==> config.mk <==
export PLATFORM = sky130hd
export DESIGN_NAME = ps2_rx_wb_flat
export DESIGN_NICKNAME = d
export VERILOG_FILES = /design/src/rtl/ps2_rx_wb_if.sv /design/src/rtl/ps2_rx_wb.sv /design/src/flat_wrapper.sv
export SDC_FILE = /design/constraint.sdc
export NUM_CORES = 1
export LEC_CHECK = 0
export CAP_MARGIN = 20
export CORE_MARGIN = 2
export CORE_UTILIZATION = 33
export CTS_CLUSTER_DIAMETER = 80
export DETAILED_ROUTE_END_ITERATION = 10
export GPL_TIMING_DRIVEN = 0
export PLACE_DENSITY = 0.64
export SETUP_SLACK_MARGIN = 0.02
export SLEW_MARGIN = 0
export SYNTH_ARGS = -nofsm -noshare
export SYNTH_HDL_FRONTEND = slang
export SYNTH_SLANG_ARGS = --single-unit
==> constraint.sdc <==
create_clock -name clk_i -period 3.6 [get_ports clk_i]
set_clock_uncertainty 0.15 [all_clocks]
set_input_delay 0.9 -clock clk_i [delete_from_list [all_inputs] [get_ports clk_i]]
set_output_delay 0.9 -clock clk_i [all_outputs]
set_load 0.05 [all_outputs]
==> src/rtl/ps2_rx_wb_if.sv <==
// Wishbone slave bus bundle for the PS/2 receiver.
// The master drives the request signals and the slave returns the data and handshake.
interface ps2_rx_wb_if;
   logic [31:0] adr;
   logic [31:0] wdata;
   logic [31:0] rdata;
   logic [3:0]  sel;
   logic        we;
   logic        stb;
   logic        cyc;
   logic        ack;
   logic        err;
   logic        rty;

   modport master (output adr, wdata, sel, we, stb, cyc, input rdata, ack, err, rty);
   modport slave  (input adr, wdata, sel, we, stb, cyc, output rdata, ack, err, rty);
endinterface

==> src/rtl/ps2_rx_wb.sv <==
// Receive-only PS/2 keyboard port: filtered clock, 11-bit deframer, 8-deep byte FIFO,
// Wishbone register window and a level interrupt.
module ps2_rx_wb #(
   parameter int unsigned FILTER_LEN  = 8,
   parameter int unsigned TIMEOUT_CYC = 5000
) (
   input  logic        clk_i,
   input  logic        rst_i,
   ps2_rx_wb_if.slave  wb,
   input  logic        ps2_clk_pad_i,
   input  logic        ps2_dat_pad_i,
   output logic        int_o
);
   localparam int unsigned FW = $clog2(FILTER_LEN) + 1;
   localparam int unsigned TW = $clog2(TIMEOUT_CYC) + 1;

   typedef enum logic [1:0] {IDLE, SHIFT, DONE} state_t;

   logic          clk_s1, clk_s2, dat_s1, dat_s2;
   logic          fclk, bit_strobe;
   logic [FW-1:0] filt_cnt;

   state_t        state;
   logic [10:0]   frame;
   logic [3:0]    bit_cnt;
   logic [TW-1:0] idle_cnt;
   logic          push_pend, perr_set, ferr_set;
   logic [7:0]    push_byte;

   logic [7:0]    mem [8];
   logic [2:0]    wr_ptr, rd_ptr;
   logic [3:0]    count;
   logic          ovr, perr, ferr, rxen, irqen;
   logic          ack_q, int_q;
   logic [31:0]   rdata_q, rd_mux;
   logic          req, commit, wr, wr_status, pop, do_push, full, rdy;
   logic          unused;

   assign full      = (count == 4'd8);
   assign rdy       = (count != 4'd0);
   assign req       = wb.stb & wb.cyc;
   assign commit    = req & ack_q;
   assign wr        = commit & wb.we;
   assign wr_status = wr & (wb.adr[3:2] == 2'd1);
   assign pop       = commit & ~wb.we & (wb.adr[3:2] == 2'd0) & rdy;
   assign do_push   = push_pend & ~full;

   assign wb.ack   = ack_q;
   assign wb.rdata = rdata_q;
   assign wb.err   = 1'b0;
   assign wb.rty   = 1'b0;
   assign int_o    = int_q;
   assign unused   = ^{wb.sel, wb.adr[31:4], wb.adr[1:0], wb.wdata[31:5]};

   // fclk only follows the synchronized clock after FILTER_LEN consecutive differing samples.
   always_ff @(posedge clk_i) begin
      if (rst_i) begin
         clk_s1     <= 1'b1;
         clk_s2     <= 1'b1;
         dat_s1     <= 1'b1;
         dat_s2     <= 1'b1;
         fclk       <= 1'b1;
         filt_cnt   <= '0;
         bit_strobe <= 1'b0;
      end else begin
         clk_s1     <= ps2_clk_pad_i;
         clk_s2     <= clk_s1;
         dat_s1     <= ps2_dat_pad_i;
         dat_s2     <= dat_s1;
         bit_strobe <= 1'b0;
         if (clk_s2 == fclk) begin
            filt_cnt <= '0;
         end else if (filt_cnt == FW'(FILTER_LEN - 1)) begin
            fclk       <= clk_s2;
            filt_cnt   <= '0;
            bit_strobe <= ~clk_s2;
         end else begin
            filt_cnt <= filt_cnt + 1'b1;
         end
      end
   end

   always_ff @(posedge clk_i) begin
      if (rst_i) begin
         state     <= IDLE;
         frame     <= '0;
         bit_cnt   <= '0;
         idle_cnt  <= '0;
         push_pend <= 1'b0;
         perr_set  <= 1'b0;
         ferr_set  <= 1'b0;
         push_byte <= '0;
      end else begin
         push_pend <= 1'b0;
         perr_set  <= 1'b0;
         ferr_set  <= 1'b0;
         if (!rxen) begin
            state    <= IDLE;
            bit_cnt  <= '0;
            idle_cnt <= '0;
         end else begin
            case (state)
               IDLE: if (bit_strobe) begin
                  frame    <= {dat_s2, frame[10:1]};
                  bit_cnt  <= 4'd1;
                  idle_cnt <= '0;
                  state    <= SHIFT;
               end
               SHIFT: if (bit_strobe) begin
                  frame    <= {dat_s2, frame[10:1]};
                  bit_cnt  <= bit_cnt + 4'd1;
                  idle_cnt <= '0;
                  if (bit_cnt == 4'd10) state <= DONE;
               end else if (idle_cnt == TW'(TIMEOUT_CYC - 1)) begin
                  state <= IDLE;
               end else begin
                  idle_cnt <= idle_cnt + 1'b1;
               end
               DONE: begin
                  state     <= IDLE;
                  push_byte <= frame[8:1];
                  // Framing faults take precedence over a parity fault.
                  if (frame[0] || !frame[10]) ferr_set <= 1'b1;
                  else if (!(^frame[9:1]))    perr_set <= 1'b1;
                  else                        push_pend <= 1'b1;
               end
               default: state <= IDLE;
            endcase
         end
      end
   end

   always_comb begin
      rd_mux = '0;
      case (wb.adr[3:2])
         2'd0:    rd_mux = rdy ? {24'b0, mem[rd_ptr]} : '0;
         2'd1:    rd_mux = {20'b0, count, 3'b0, ferr, perr, ovr, full, rdy};
         2'd2:    rd_mux = {30'b0, irqen, rxen};
         default: rd_mux = '0;
      endcase
   end

   always_ff @(posedge clk_i) begin
      if (do_push) mem[wr_ptr] <= push_byte;
   end

   always_ff @(posedge clk_i) begin
      if (rst_i) begin
         ack_q   <= 1'b0;
         rdata_q <= '0;
         wr_ptr  <= '0;
         rd_ptr  <= '0;
         count   <= '0;
         ovr     <= 1'b0;
         perr    <= 1'b0;
         ferr    <= 1'b0;
         rxen    <= 1'b0;
         irqen   <= 1'b0;
         int_q   <= 1'b0;
      end else begin
         ack_q   <= req & ~ack_q;
         rdata_q <= (req & ~ack_q) ? rd_mux : '0;
         if (do_push) wr_ptr <= wr_ptr + 3'd1;
         if (pop)     rd_ptr <= rd_ptr + 3'd1;
         case ({do_push, pop})
            2'b10:   count <= count + 4'd1;
            2'b01:   count <= count - 4'd1;
            default: count <= count;
         endcase
         // A set in the same cycle as a W1C clear wins.
         ovr  <= (push_pend & full) | (ovr  & ~(wr_status & wb.wdata[2]));
         perr <= perr_set           | (perr & ~(wr_status & wb.wdata[3]));
         ferr <= ferr_set           | (ferr & ~(wr_status & wb.wdata[4]));
         if (wr && wb.adr[3:2] == 2'd2) begin
            rxen  <= wb.wdata[0];
            irqen <= wb.wdata[1];
         end
         int_q <= irqen & (rdy | ovr | perr | ferr);
      end
   end
endmodule
==> src/flat_wrapper.sv <==
// flat-port wrapper written by rule: the top's interface ports become plain ports
module ps2_rx_wb_flat 
#(
   parameter int unsigned FILTER_LEN  = 8,
   parameter int unsigned TIMEOUT_CYC = 5000
)
  (clk_i, rst_i, ps2_clk_pad_i, ps2_dat_pad_i, int_o, wb_adr, wb_wdata, wb_sel, wb_we, wb_stb, wb_cyc, wb_rdata, wb_ack, wb_err, wb_rty);
  ps2_rx_wb_if wb_i ();
  input  logic clk_i;
  input  logic rst_i;
  input  logic ps2_clk_pad_i;
  input  logic ps2_dat_pad_i;
  output logic int_o;
  input wire logic [$bits(wb_i.adr)-1:0] wb_adr;
  input wire logic [$bits(wb_i.wdata)-1:0] wb_wdata;
  input wire logic [$bits(wb_i.sel)-1:0] wb_sel;
  input wire logic [$bits(wb_i.we)-1:0] wb_we;
  input wire logic [$bits(wb_i.stb)-1:0] wb_stb;
  input wire logic [$bits(wb_i.cyc)-1:0] wb_cyc;
  output wire logic [$bits(wb_i.rdata)-1:0] wb_rdata;
  output wire logic [$bits(wb_i.ack)-1:0] wb_ack;
  output wire logic [$bits(wb_i.err)-1:0] wb_err;
  output wire logic [$bits(wb_i.rty)-1:0] wb_rty;
  assign wb_i.adr = wb_adr;
  assign wb_i.wdata = wb_wdata;
  assign wb_i.sel = wb_sel;
  assign wb_i.we = wb_we;
  assign wb_i.stb = wb_stb;
  assign wb_i.cyc = wb_cyc;
  assign wb_rdata = wb_i.rdata;
  assign wb_ack = wb_i.ack;
  assign wb_err = wb_i.err;
  assign wb_rty = wb_i.rty;
  ps2_rx_wb #(.FILTER_LEN(FILTER_LEN), .TIMEOUT_CYC(TIMEOUT_CYC)) u_core (.clk_i(clk_i), .rst_i(rst_i), .wb(wb_i), .ps2_clk_pad_i(ps2_clk_pad_i), .ps2_dat_pad_i(ps2_dat_pad_i), .int_o(int_o));
endmodule
# Word-level counts from Yosys, hierarchy flattened
# Memories as Yosys holds them, arrays and structs flattened. A register that Yosys moved wholly into a read port is not among the register bits.
# Cells that the tools add are included.
dict set report totals {
  in_bits 75
  output_inout_bits 36
  ram_bits 64
  n_memories 1
  reg_bits 101
  word_cells 129
}
dict set report op_classes {
  eq_ne 16
  n_reduce_logical 22
  muxes 22
  bitwise_logic 35
  add_sub_neg 7
}
# name depth width read_ports rd_ports_with_merged_regs wr line_no
set memory_table {}
lappend memory_table {u_core.mem 8 8 1 1 1 ps2_rx_wb.sv:30} ;# logic [7:0] mem [8];
# cell n
set ops {}
lappend ops {{$pmux W32 S3} 1}
lappend ops {{$mux W14} 3}
lappend ops {{$pmux W14 S2} 1}
lappend ops {{$and A1 B1 Y1} 17}
lappend ops {{$pmux W4 S2} 2}
lappend ops {{$add A14 B1 Y14 const B} 1}
lappend ops {{$eq A14 B13 Y1 const B} 1}
lappend ops {{$add A4 B1 Y4 const B} 3}
lappend ops {{$not A1 Y1} 12}
lappend ops {{$reduce_and A3 Y1} 4}
lappend ops {{$reduce_or A3 Y1} 3}
lappend ops {{$reduce_xor A9 Y1} 1}
lappend ops {{$eq A4 B4 Y1 const B} 2}
lappend ops {{$mux W2} 4}
lappend ops {{$mux W4} 2}
lappend ops {{$mux W8} 1}
lappend ops {{$add A3 B1 Y3 const B} 2}
lappend ops {{$eq A2 B1 Y1 const B} 3}
lappend ops {{$eq A2 B2 Y1 const B} 3}
lappend ops {{$mux W3} 2}
lappend ops {{$or A1 B1 Y1} 6}
lappend ops {{$reduce_or A2 Y1} 3}
lappend ops {{$mux W1} 5}
lappend ops {{$eq A4 B3 Y1 const B} 1}
lappend ops {{other kinds (15)} 19}

# Logic depth before layout (Yosys ltp)
# Gate-level depths: netlist of the first run.
dict set report depth {
  depth_word 8
  mapped_depth 10
  mapped_depth_nobuf 9
}

# Worst setup path before layout of the first run
# Ideal clock, no wire load.
dict set report synth_path {
  kind {in2reg}
  startpoint {input port wb_we}
  endpoint {register u_core.count[2]}
  path_buffers 0
  cell_stages 9
  t_arrival_ns 2.763
  setup_time_ns 0.070
  t_required_ns 3.380
  slack_ns 0.617
  cell_sequence {nand4b_1 nor4_2 ha_1 xor2_1 ha_1 a21oi_1 xor2_1 or3_1 a21oi_1}
}
dict set report synth_between {
  elab_chain_len 6
  word_cells_on_any_way 8
  classes_between {eq/ne: 2; mux: 1; bitwise: 4; reduce/logical: 1}
}
# item line_no
set synth_rtl {}
lappend synth_rtl {{start, declared} flat_wrapper.sv:17} ;# input wire logic [$bits(wb_i.we)-1:0] wb_we;
lappend synth_rtl {{$not A1 Y1 (*)} ps2_rx_wb.sv:45} ;# assign pop = commit & ~wb.we & (wb.adr[3:2] == 2'd0) & rdy;
lappend synth_rtl {{$and A1 B1 Y1 (*) (3 in series)} ps2_rx_wb.sv:45}
lappend synth_rtl {{named net u_core.pop} ps2_rx_wb.sv:36} ;# logic req, commit, wr, wr_status, pop, do_push, full, rdy;
lappend synth_rtl {{$eq A2 B1 Y1 or $eq A2 B2 Y1 (tied branches)} ps2_rx_wb.sv:165} ;# case ({do_push, pop})
lappend synth_rtl {{$pmux W4 S2 or $reduce_bool A2 Y1 (tied branches)} n/a}
lappend synth_rtl {{end signal, assigned} ps2_rx_wb.sv:166} ;# 2'b10: count <= count + 4'd1;
lappend synth_rtl {{end signal, assigned} ps2_rx_wb.sv:167} ;# 2'b01: count <= count - 4'd1;
lappend synth_rtl {{end signal, assigned} ps2_rx_wb.sv:168} ;# default: count <= count;
lappend synth_rtl {{end, declared} ps2_rx_wb.sv:32} ;# logic [3:0] count;
# Mark *: on every way through the listed nets, which the timed path passes. The rest lies on a longest branch.
# A chain may end at the register's enable or synchronous reset.

# Worst setup path after layout of the first run
dict set report layout_path {
  startpoint {input port wb_stb}
  endpoint {register u_core.count[2]}
}
dict set report layout_between {
  elab_chain_len 7
  word_cells_on_any_way 9
  classes_between {eq/ne: 2; mux: 1; bitwise: 5; reduce/logical: 1}
}
# item line_no
set layout_rtl {}
lappend layout_rtl {{start, declared} flat_wrapper.sv:18} ;# input wire logic [$bits(wb_i.stb)-1:0] wb_stb;
lappend layout_rtl {{$and A1 B1 Y1 (*)} ps2_rx_wb.sv:41} ;# assign req = wb.stb & wb.cyc;
lappend layout_rtl {{$and A1 B1 Y1 (*)} ps2_rx_wb.sv:42} ;# assign commit = req & ack_q;
lappend layout_rtl {{$and A1 B1 Y1 (*) (3 in series)} ps2_rx_wb.sv:45}
lappend layout_rtl {{named net u_core.pop} ps2_rx_wb.sv:36}
lappend layout_rtl {{$eq A2 B1 Y1 or $eq A2 B2 Y1 (tied branches)} ps2_rx_wb.sv:165}
lappend layout_rtl {{$pmux W4 S2 or $reduce_bool A2 Y1 (tied branches)} n/a}
# Marks and branches as above.

==> results of run 1 <==
[power groups by stage]
| stage | clock network, mW | logic (mW) | registers (mW) |
|---|---|---|---|
| after floorplan | 0 | 0.0820 | 1.78 |
| after global placement | 0 | 0.107 | 1.78 |
| after detailed placement | 0 | 0.108 | 1.78 |
| after CTS | 1.78 | 0.108 | 1.74 |
| after global routing | 1.86 | 0.114 | 1.74 |
| final | 1.74 | 0.108 | 1.74 |
[layout make-up]
class,instances,area [um2]
plain buffers,44,273
clock inverters,9,75.1
fillers,1699,10600
flip-flops and latches,148,3600
well taps,229,287
clock buffers,23,532
inverters,5,18.8
repair buffers,32,305
multi-input cells,311,2300
[Yosys cell counts (all sizes together) (9+ instances only)]
master / count
nor2b: 9
o21ai: 16
ha: 9
a21oi: 23
edfxtp: 64
mux4: 16
nand3: 21
buf: 31
nand2: 18
mux2i: 27
or3: 9
dfxtp: 84
nor2: 43
clkbuf: 13
[registers in the layout (all words and copies together) (netlist names), 2 cells and up, named ones only]
register / cells
u_core.frame: 11
u_core.wr_ptr: 3
u_core.count: 4
u_core.idle_cnt: 14
u_core.mem: 64
u_core.filt_cnt: 4
u_core.state: 2
u_core.push_byte: 8
u_core.rd_ptr: 3
u_core.bit_cnt: 4
u_core.wb.rdata: 12
[critical path: cells and delay by family]
| family | cells | cell delay, ns |
|---|---|---|
| AND/OR/NAND/NOR | 3 | 0.99 |
| adder cells (fa/ha/maj) | 2 | 0.57 |
| buffers and inverters | 1 | 0.50 |
| XOR/XNOR | 2 | 0.34 |
| AO/OA/AOI/OAI | 2 | 0.18 |
[path summary, 6_finish.rpt]
check / cells past startpoint / start / to
worst min register to register: 1 / u_core.dat_s1$_SDFF_PP1_ / u_core.dat_s2$_SDFF_PP1_
worst max-delay path: 10 / wb_stb / u_core.count[2]$_SDFFE_PP0P_
worst min-delay path: 1 / u_core.dat_s1$_SDFF_PP1_ / u_core.dat_s2$_SDFF_PP1_
worst max register to register: 10 / u_core.count[1]$_SDFFE_PP0P_ / u_core.count[2]$_SDFFE_PP0P_
[cells by family after synthesis]
family | after synthesis
mux | 45
simple gates | 157
xor+xnor | 16
flops | 148
compound gates | 62
other cells | 1
fa+ha+maj | 9
buf+inv | 49
[layer usage]
| layer | GRT usage (%) | share of wire (%) | vias up |
|---|---|---|---|
| met5 | 0 | 0 | - |
| li1 | - | - | 1891 |
| met1 | 14.6 | 45 | 1891 |
| met4 | 4.26 | 1.3 | 0 |
| met2 | 21.5 | 50 | 75 |
| met3 | 3.03 | 3.8 | 13 |
==> flow_metrics.py, run 1 <==
metrics = {
    "outcome": {
        "outcome": "finished clean",
    },
    "grt": {
        "grt_pass1_wl_mm": 18.9,
        "grt_usage_pct": 12.2,
        "gr-total-overflow": 0,
        "grt_max_degree": 17,
        "grt_antenna_before_repair": 0,
        "grt_pass1_vias": 3823,
    },
    "floorplan": {
        "rows": 49,
        "die_area_um2": 19600,
        "io-pin-count": 111,
        "dieHeight_um": 140,
        "start_util_pct": 33.8,
        "die_w_um": 140,
        "placeableCoreArea_um2": 18000,
    },
    "detailed_routing": {
        "drt_iter0_drc": 181,
        "num_vias": 3870,
        "post_drt_wl_per_cell_um": 14.5,
        "drtPass1Iterations": 5,
        "drc_errors": 0,
        "ant_nets": 0,
        "wirelength_mm": 11.6,
        "vias_per_cell": 4.83,
    },
    "clock_network": {
        "clockRootBuffer": "clkbuf_16",
        "holdBufCountCts": 0,
        "insertion_delay_ns": 0.42,
        "tritoncts": "built",
        "clockBufferDepth": 2,
        "cts_buffers": 17,
        "clkTransAtPathRegs_ns": 0.06,
        "cts_sinks": 148,
        "htreeDepth": 4,
        "cts_resized": 0,
        "postCtsSetupBuffers": 0,
    },
    "finish": {
        "syn_to_final_growth_pct": 21.5,
        "utilization_pct": 41.0,
        "layout_commonest_cell": "dfxtp_1",
        "layout_common_cells": "84 x dfxtp_1, 64 x edfxtp_1, 43 x nor2_1",
        "diodes": 0,
        "nets": 643,
        "final_cell_area_um2": 7390,
        "layout-drive-gt1-share_pct": 20.1,
        "stdcell_count": 801,
    },
    "setup_path": {
        "endpoint_kind": "flop",
        "required_ns": 3.80,
        "max_stage_delay_ns": 0.55,
        "start_kind": "input port",
        "arrival_ns": 3.49,
        "crit_chain": "clkdlybuf4s50_1 > nand4b_1 > nor4_2 > ha_1 > xor2_1 > ha_1 > a21oi_1 > xor2_1 > or3_1 > a21oi_1",
        "r2r_slack_ns": 0.50,
        "path_class": "input port to flop",
        "slowest_stage": "nor4_2",
        "path_max_fanout": 6,
    },
    "power": {
        "clkPwrFrac_pct": 48.6,
        "sw_frac_of_total_pct": 21.2,
        "seq_power_share_pct": 48.4,
        "power_density_nw_per_um2": 486,
        "peakVddDrop_v": 0.000337,
        "p_leak_nw": 2.71,
        "internal_power_mw": 2.83,
        "switching_power_uw": 763,
        "total_power_mw": 3.59,
        "pwr-share-comb_pct": 3.0,
    },
    "sta": {
        "timing.fmax_mhz": 304,
        "rsz0062_at_grt": "no",
        "tightest_slew_ns": 0.858,
        "relSlewSlack_pct": 42.6,
        "maxSlewViolCount": 0,
        "setup-tns-final_ns": 0,
        "period_share_pct": 91.3,
        "hold_viol_final": 0,
        "holdWs_ns": 0.259,
        "layout_min_cycle_time_ns": 3.29,
        "layout_setup_ws_ns": 0.313,
        "setup_viol": 0,
    },
    "logic_synthesis": {
        "yosys_warnings": 0,
        "synth_compound_area_share_pct": 6.56,
        "seq_area_frac_synth_pct": 59.2,
        "synth_area_leaders": "edfxtp_1 32%, dfxtp_1 28%, mux4_2 5.9%",
        "syn_inst": 487,
        "synth_xor_area_share_pct": 2.53,
        "synth_top_cell_by_area": "edfxtp_1",
        "synth_simple_gate_area_share_pct": 14.3,
        "synth_edf_count": 64,
        "muxShareOfSynthArea_pct": 10.7,
        "synth_top_family_by_area": "simple AND/OR/NAND/NOR gates",
        "synth_top_flop_cell": "dfxtp_1",
        "ys_seq_elements": 148,
        "synth_top_area_share_pct": 31.6,
        "async_flop_share_pct": 0,
        "ys_types": 61,
        "syn_avg_cell_area_um2": 12.5,
        "synth_area_um2": 6090,
        "synth_fa_ha_area_share_pct": 1.85,
    },
    "run": {
        "drv_cap": 0,
    },
    "place": {
        "dpl.cell_count": 769,
        "post-dp-hpwl_mm": 8.19,
        "dp_slack_ns": -0.110,
        "placed_cell_area_um2": 6790,
        "numPortBuffers": 27,
        "gp_congestion": 0.801,
    },
    "hold_path": {
        "hold_path.class": "flop to flop",
    },
}
Note: power is estimated with default switching activity, not from simulation.
==> inputs of run 2 (changes only) <==
--- a/config.mk
+++ b/config.mk
@@ -6,12 +6,14 @@
 export NUM_CORES = 1
 export LEC_CHECK = 0
 export CAP_MARGIN = 20
+export CELL_PAD_IN_SITES_DETAIL_PLACEMENT = 0
+export CELL_PAD_IN_SITES_GLOBAL_PLACEMENT = 2
 export CORE_MARGIN = 2
 export CORE_UTILIZATION = 33
 export CTS_CLUSTER_DIAMETER = 80
 export DETAILED_ROUTE_END_ITERATION = 10
 export GPL_TIMING_DRIVEN = 0
-export PLACE_DENSITY = 0.64
+export PLACE_DENSITY_LB_ADDON = 0.1
 export SETUP_SLACK_MARGIN = 0.02
 export SLEW_MARGIN = 0
 export SYNTH_ARGS = -nofsm -noshare
==> run 2 against run 1 <==
Sequential share of layout area unchanged. Non-clock buffer count is 1 lower. Worst setup slack improved by 0.11 ns. Wire length increased by 8.4%. Utilization unchanged. Critical path depth is the same. Hold slack worse by 0.0036 ns. Final cell count decreased by 0.12%.
==> flow_metrics.py, run 2 (synthesis results as in run 1) <==
metrics = {
    "finish": {
        "diodes": 0,
        "syn_to_final_growth_pct": 21.5,
        "top_register": "u_core.mem",
        "nFillCells": 1730,
        "layout-drive-gt1-share_pct": 20.3,
        "utilization_pct": 41.0,
        "register_area_um2": 3600,
        "nets": 642,
        "largest_reg_flops": 64,
        "multi_input_area_um2": 2310,
        "layout_commonest_cell": "dfxtp_1",
        "layout_common_cells": "84 x dfxtp_1, 64 x edfxtp_1, 43 x nor2_1",
        "final_cell_area_um2": 7390,
    },
    "setup_path": {
        "endpoint_kind": "flop",
        "reg2reg_to": "u_core.count[2]$_SDFFE_PP0P_",
        "crit_family": "simple AND/OR/NAND/NOR gates",
        "crit_chain": "clkbuf_1 > or4b_2 > nand2_1 > ha_1 > xor2_1 > ha_1 > a21oi_1 > xor2_1 > or3_1 > a21oi_1",
        "slowest_stage": "or4b_2",
        "cp_num_cells": 10,
        "arrival_ns": 3.38,
        "cp_num_buf_inv": 1,
        "max_stage_delay_ns": 0.76,
        "r2r-start": "u_core.count[1]$_SDFFE_PP0P_",
        "reg2regPathDepth": 10,
        "start_kind": "flop",
        "path_max_fanout": 8,
        "required_ns": 3.80,
        "r2r_slack_ns": 0.42,
        "path_class": "flop to flop",
    },
    "sta": {
        "timing.fmax_mhz": 315,
        "setup-tns-final_ns": 0,
        "rsz0062_at_grt": "no",
        "relSlewSlack_pct": 34.6,
        "maxSlewViolCount": 0,
        "setup_viol": 0,
        "layout_setup_ws_ns": 0.425,
        "hold_viol_final": 0,
        "layout_min_cycle_time_ns": 3.18,
        "tightest_slew_ns": 0.973,
        "period_share_pct": 88.2,
    },
    "detailed_routing": {
        "drc_errors": 0,
        "drt_iter0_drc": 157,
        "vias_per_cell": 4.74,
        "ant_nets": 0,
        "post_drt_wl_per_cell_um": 15.7,
        "wirelength_mm": 12.6,
        "drtPass1Iterations": 6,
        "num_vias": 3791,
    },
    "clock_network": {
        "cts_resized": 0,
        "clockBufferDepth": 2,
        "postCtsSetupBuffers": 0,
        "cts_sinks": 148,
        "htreeDepth": 4,
        "cts_buffers": 17,
        "clkTransAtPathRegs_ns": 0.07,
        "tritoncts": "built",
        "insertion_delay_ns": 0.42,
        "holdBufCountCts": 0,
        "clockRootBuffer": "clkbuf_16",
    },
    "run": {
        "drv_cap": 0,
    },
    "place": {
        "gp_congestion": 0.788,
        "dp_slack_ns": -0.151,
        "placed_cell_area_um2": 6790,
        "numPortBuffers": 27,
        "post-dp-hpwl_mm": 9.00,
    },
    "hold_path": {
        "whs_path_depth": 1,
        "hold_start": "u_core.clk_s1$_SDFF_PP1_",
        "hold_path.class": "flop to flop",
        "hold_path_end": "u_core.clk_s2$_SDFF_PP1_",
    },
    "outcome": {
        "outcome": "finished clean",
    },
    "floorplan": {
        "die_area_um2": 19600,
        "rows": 49,
        "die_w_um": 140,
        "io-pin-count": 111,
        "start_util_pct": 33.8,
        "dieHeight_um": 140,
        "placeableCoreArea_um2": 18000,
    },
    "grt": {
        "grt_antenna_before_repair": 0,
        "grt_pass1_vias": 3898,
        "gr-total-overflow": 0,
        "grt_pass1_wl_mm": 21.1,
        "grt_usage_pct": 13.9,
        "grt_max_degree": 17,
    },
    "power": {
        "peakVddDrop_v": 0.000319,
        "power_density_nw_per_um2": 489,
        "p_leak_nw": 2.70,
    },
}
## run 2: cell types whose count changed in the layout (fill, tap and decap cells not counted), sizes merged
cell and delta:
clkbuf -5, inv +2, buf -1, bufinv +1, clkinv +1, clkinvlp +1
## run 2: area by class of cell
type / count / share of cell area [%]
Clock inverter: 14 / 2.15
Clock buffer: 18 / 5.94
Timing Repair Buffer: 31 / 4.06
Buffer: 44 / 3.69
Tap cell: 229 / 3.87
Multi-Input combinational cell: 311 / 31.3
Inverter: 5 / 0.254
Sequential cell: 148 / 48.7
## run 2: power by group
part | total [mW] | leakage [nW] | internal, mW | switching, mW
Combinational | 0.110 | 1.14 | 0.0349 | 0.0749
Clock | 1.77 | 0.289 | 1.00 | 0.765
Sequential | 1.74 | 1.27 | 1.74 | 0.00137
## run 2: metrics by stage
step	instances	power (mW)	hold WS [ns]
global placement	764	1.89	0.247
global route	800	3.76	0.270
detailed placement	768	1.89	0.243
floorplan	508	1.86	0.239
CTS	800	3.67	0.255
finish	800	3.62	0.256
## run 2: layer usage
layer | wire length (um) | vias to the layer above | GRT usage (%)
met1 | 5890 | 1826 | 18.3
met4 | 186 | 0 | 4.89
met2 | 5990 | 70 | 22.5
met3 | 483 | 13 | 3.48
li1 | - | 1882 | -
met5 | 0 | - | 0
## run 2: worst max-delay path by stage
stage	from	end
after floorplan	wb_we	u_core.count[2]$_SDFFE_PP0P_
after global placement	wb_adr[2]	u_core.count[2]$_SDFFE_PP0P_
after detailed placement	wb_cyc	u_core.count[2]$_SDFFE_PP0P_
after CTS	wb_cyc	u_core.count[2]$_SDFFE_PP0P_
after global routing	u_core.count[1]$_SDFFE_PP0P_	u_core.count[2]$_SDFFE_PP0P_
final	u_core.count[1]$_SDFFE_PP0P_	u_core.count[2]$_SDFFE_PP0P_
## run 2: worst reg2reg max path, cell delays in order, from the launching register on
cell      delay [ns]
dfxtp_1         0.29
clkbuf_1        0.19
or4b_2          0.76
nand2_1         0.36
ha_1            0.36
xor2_1          0.17
ha_1            0.17
a21oi_1         0.05
xor2_1          0.16
or3_1           0.32
a21oi_1         0.13
==> inputs of run 3 (changes only) <==
--- a/config.mk
+++ b/config.mk
@@ -13,7 +13,7 @@
 export CTS_CLUSTER_DIAMETER = 80
 export DETAILED_ROUTE_END_ITERATION = 10
 export GPL_TIMING_DRIVEN = 0
-export PLACE_DENSITY_LB_ADDON = 0.1
+export PLACE_DENSITY = 0.76
 export SETUP_SLACK_MARGIN = 0.02
 export SLEW_MARGIN = 0
 export SYNTH_ARGS = -nofsm -noshare
==> run 3 against run 2 <==
Count of clock-buffer cells in the layout unchanged. Sequential power about the same. Wire length down 5.1%. First-iteration DRC count up 5.7%. Critical path depth unchanged. Register-to-register slack better by 0.02 ns. Final area down 0.32%. Utilization down 0.13 points. Power down 1.4%. Highest routed layer unchanged.
==> flow_metrics.py, run 3 (synthesis results as in run 1) <==
metrics = {
    "setup_path": {
        "path_max_fanout": 6,
        "arrival_ns": 3.51,
        "start_kind": "input port",
        "required_ns": 3.79,
        "reg2reg_to": "u_core.count[2]$_SDFFE_PP0P_",
        "endpoint_kind": "flop",
        "r2r_slack_ns": 0.44,
        "reg2regPathDepth": 10,
        "r2r-start": "u_core.count[1]$_SDFFE_PP0P_",
        "crit_start": "wb_stb",
        "path_class": "input port to flop",
    },
    "hold_path": {
        "whs_path_depth": 1,
        "hold_path_end": "u_core.clk_s2$_SDFF_PP1_",
        "hold_path.class": "flop to flop",
        "hold_start": "u_core.clk_s1$_SDFF_PP1_",
    },
    "floorplan": {
        "die_area_um2": 19600,
        "die_w_um": 140,
        "dieHeight_um": 140,
        "rows": 49,
        "io-pin-count": 111,
        "placeableCoreArea_um2": 18000,
        "start_util_pct": 33.8,
    },
    "clock_network": {
        "postCtsSetupBuffers": 0,
        "cts_sinks": 148,
        "tritoncts": "built",
        "htreeDepth": 4,
        "clockBufferDepth": 2,
        "holdBufCountCts": 0,
        "clkTransAtPathRegs_ns": 0.06,
        "insertion_delay_ns": 0.42,
        "clockRootBuffer": "clkbuf_16",
        "cts_buffers": 17,
        "cts_resized": 0,
    },
    "sta": {
        "rsz0062_at_grt": "no",
        "maxSlewViolCount": 0,
        "period_share_pct": 92.0,
        "timing.fmax_mhz": 302,
        "hold_viol_final": 0,
        "setup_viol": 0,
        "tightest_slew_ns": 0.882,
        "layout_min_cycle_time_ns": 3.31,
        "relSlewSlack_pct": 40.9,
        "setup-tns-final_ns": 0,
    },
    "power": {
        "power_density_nw_per_um2": 484,
        "total_power_mw": 3.57,
        "p_leak_nw": 2.70,
        "peakVddDrop_v": 0.000293,
    },
    "place": {
        "placed_cell_area_um2": 6790,
        "numPortBuffers": 27,
        "gp_congestion": 0.752,
        "post-dp-hpwl_mm": 8.61,
        "dpl.cell_count": 769,
    },
    "grt": {
        "grt_pass1_wl_mm": 19.8,
        "grt_max_degree": 17,
        "gr-total-overflow": 0,
        "grt_busiest_layer": "met2",
        "grt_pass1_vias": 3784,
        "met1_usage_pct": 16.0,
        "grt_usage_pct": 13.0,
        "grt_use_met2_pct": 21.8,
        "grt_antenna_before_repair": 0,
        "grt_use_met3_pct": 3.82,
    },
    "detailed_routing": {
        "num_vias": 3803,
        "post_drt_wl_per_cell_um": 14.9,
        "drt_iter0_drc": 166,
        "wirelength_mm": 11.9,
        "drtPass1Iterations": 4,
        "vias_per_cell": 4.75,
        "ant_nets": 0,
        "drc_errors": 0,
    },
    "outcome": {
        "outcome": "finished clean",
    },
    "finish": {
        "nFillCells": 1737,
        "largest_reg_flops": 64,
        "final_cell_area_um2": 7370,
        "diodes": 0,
        "top_register": "u_core.mem",
        "layout_common_cells": "84 x dfxtp_1, 64 x edfxtp_1, 43 x nor2_1, 28 x buf_4",
        "layout-drive-gt1-share_pct": 20.1,
        "syn_to_final_growth_pct": 21.1,
        "layout_commonest_cell": "dfxtp_1",
        "stdcell_count": 801,
        "nets": 643,
    },
    "run": {
        "drv_cap": 0,
    },
}
## run 3: layout make-up
cell class	count	area [um2]	share of cell area [%]
sequential	148	3600	48.9
clock buffer	18	429	5.82
clock inverter	14	151	2.05
buffer	44	273	3.70
multi-input combinational	311	2300	31.2
timing repair buffer	32	308	4.18
inverter	5	18.8	0.255
tap	229	287	3.89
## run 3: power by group
group / internal [mW] / total (mW) / leakage, nW / switching [mW]
Combinational: 0.0348 / 0.109 / 1.14 / 0.0740
Clock: 1.03 / 1.72 / 0.287 / 0.689
Sequential: 1.74 / 1.74 / 1.27 / 0.00136
## run 3: metrics by stage
stage                     setup WS [ns]  utilization [%]  hold slack [ns]
after floorplan                   0.617                -            0.239
after global placement          -0.0704             37.3            0.243
after detailed placement         -0.129             37.7            0.246
after CTS                         0.308             40.9            0.260
after global routing              0.136             40.9            0.268
final                             0.286             40.9            0.257
## run 3: how the worst max path moves through the flow
stage | endpoint | slack [ns] | depth (start not counted)
6_report | u_core.count[2]$_SDFFE_PP0P_ | 0.29 | 10
5_1_grt | u_core.count[2]$_SDFFE_PP0P_ | 0.14 | 9
4_1_cts | u_core.count[2]$_SDFFE_PP0P_ | 0.31 | 10
3_5_place_dp | u_core.count[2]$_SDFFE_PP0P_ | -0.13 | 10
3_3_place_gp | u_core.count[2]$_SDFFE_PP0P_ | -0.07 | 9
2_1_floorplan | u_core.count[2]$_SDFFE_PP0P_ | 0.62 | 9
## run 3: layer usage
metal  routed length (um)  part of all wire [%]
met1                 5580                    47
met2                 5730                    48
met3                  429                   3.6
met4                  169                   1.4
met5                    0                     0
## run 3: critical path, cell delays in order
cell	delay, ns
clkdlybuf4s50_1	0.49
nand4b_1	0.13
nor4_2	0.57
ha_1	0.42
xor2_1	0.17
ha_1	0.16
a21oi_1	0.05
xor2_1	0.16
or3_1	0.31
a21oi_1	0.13
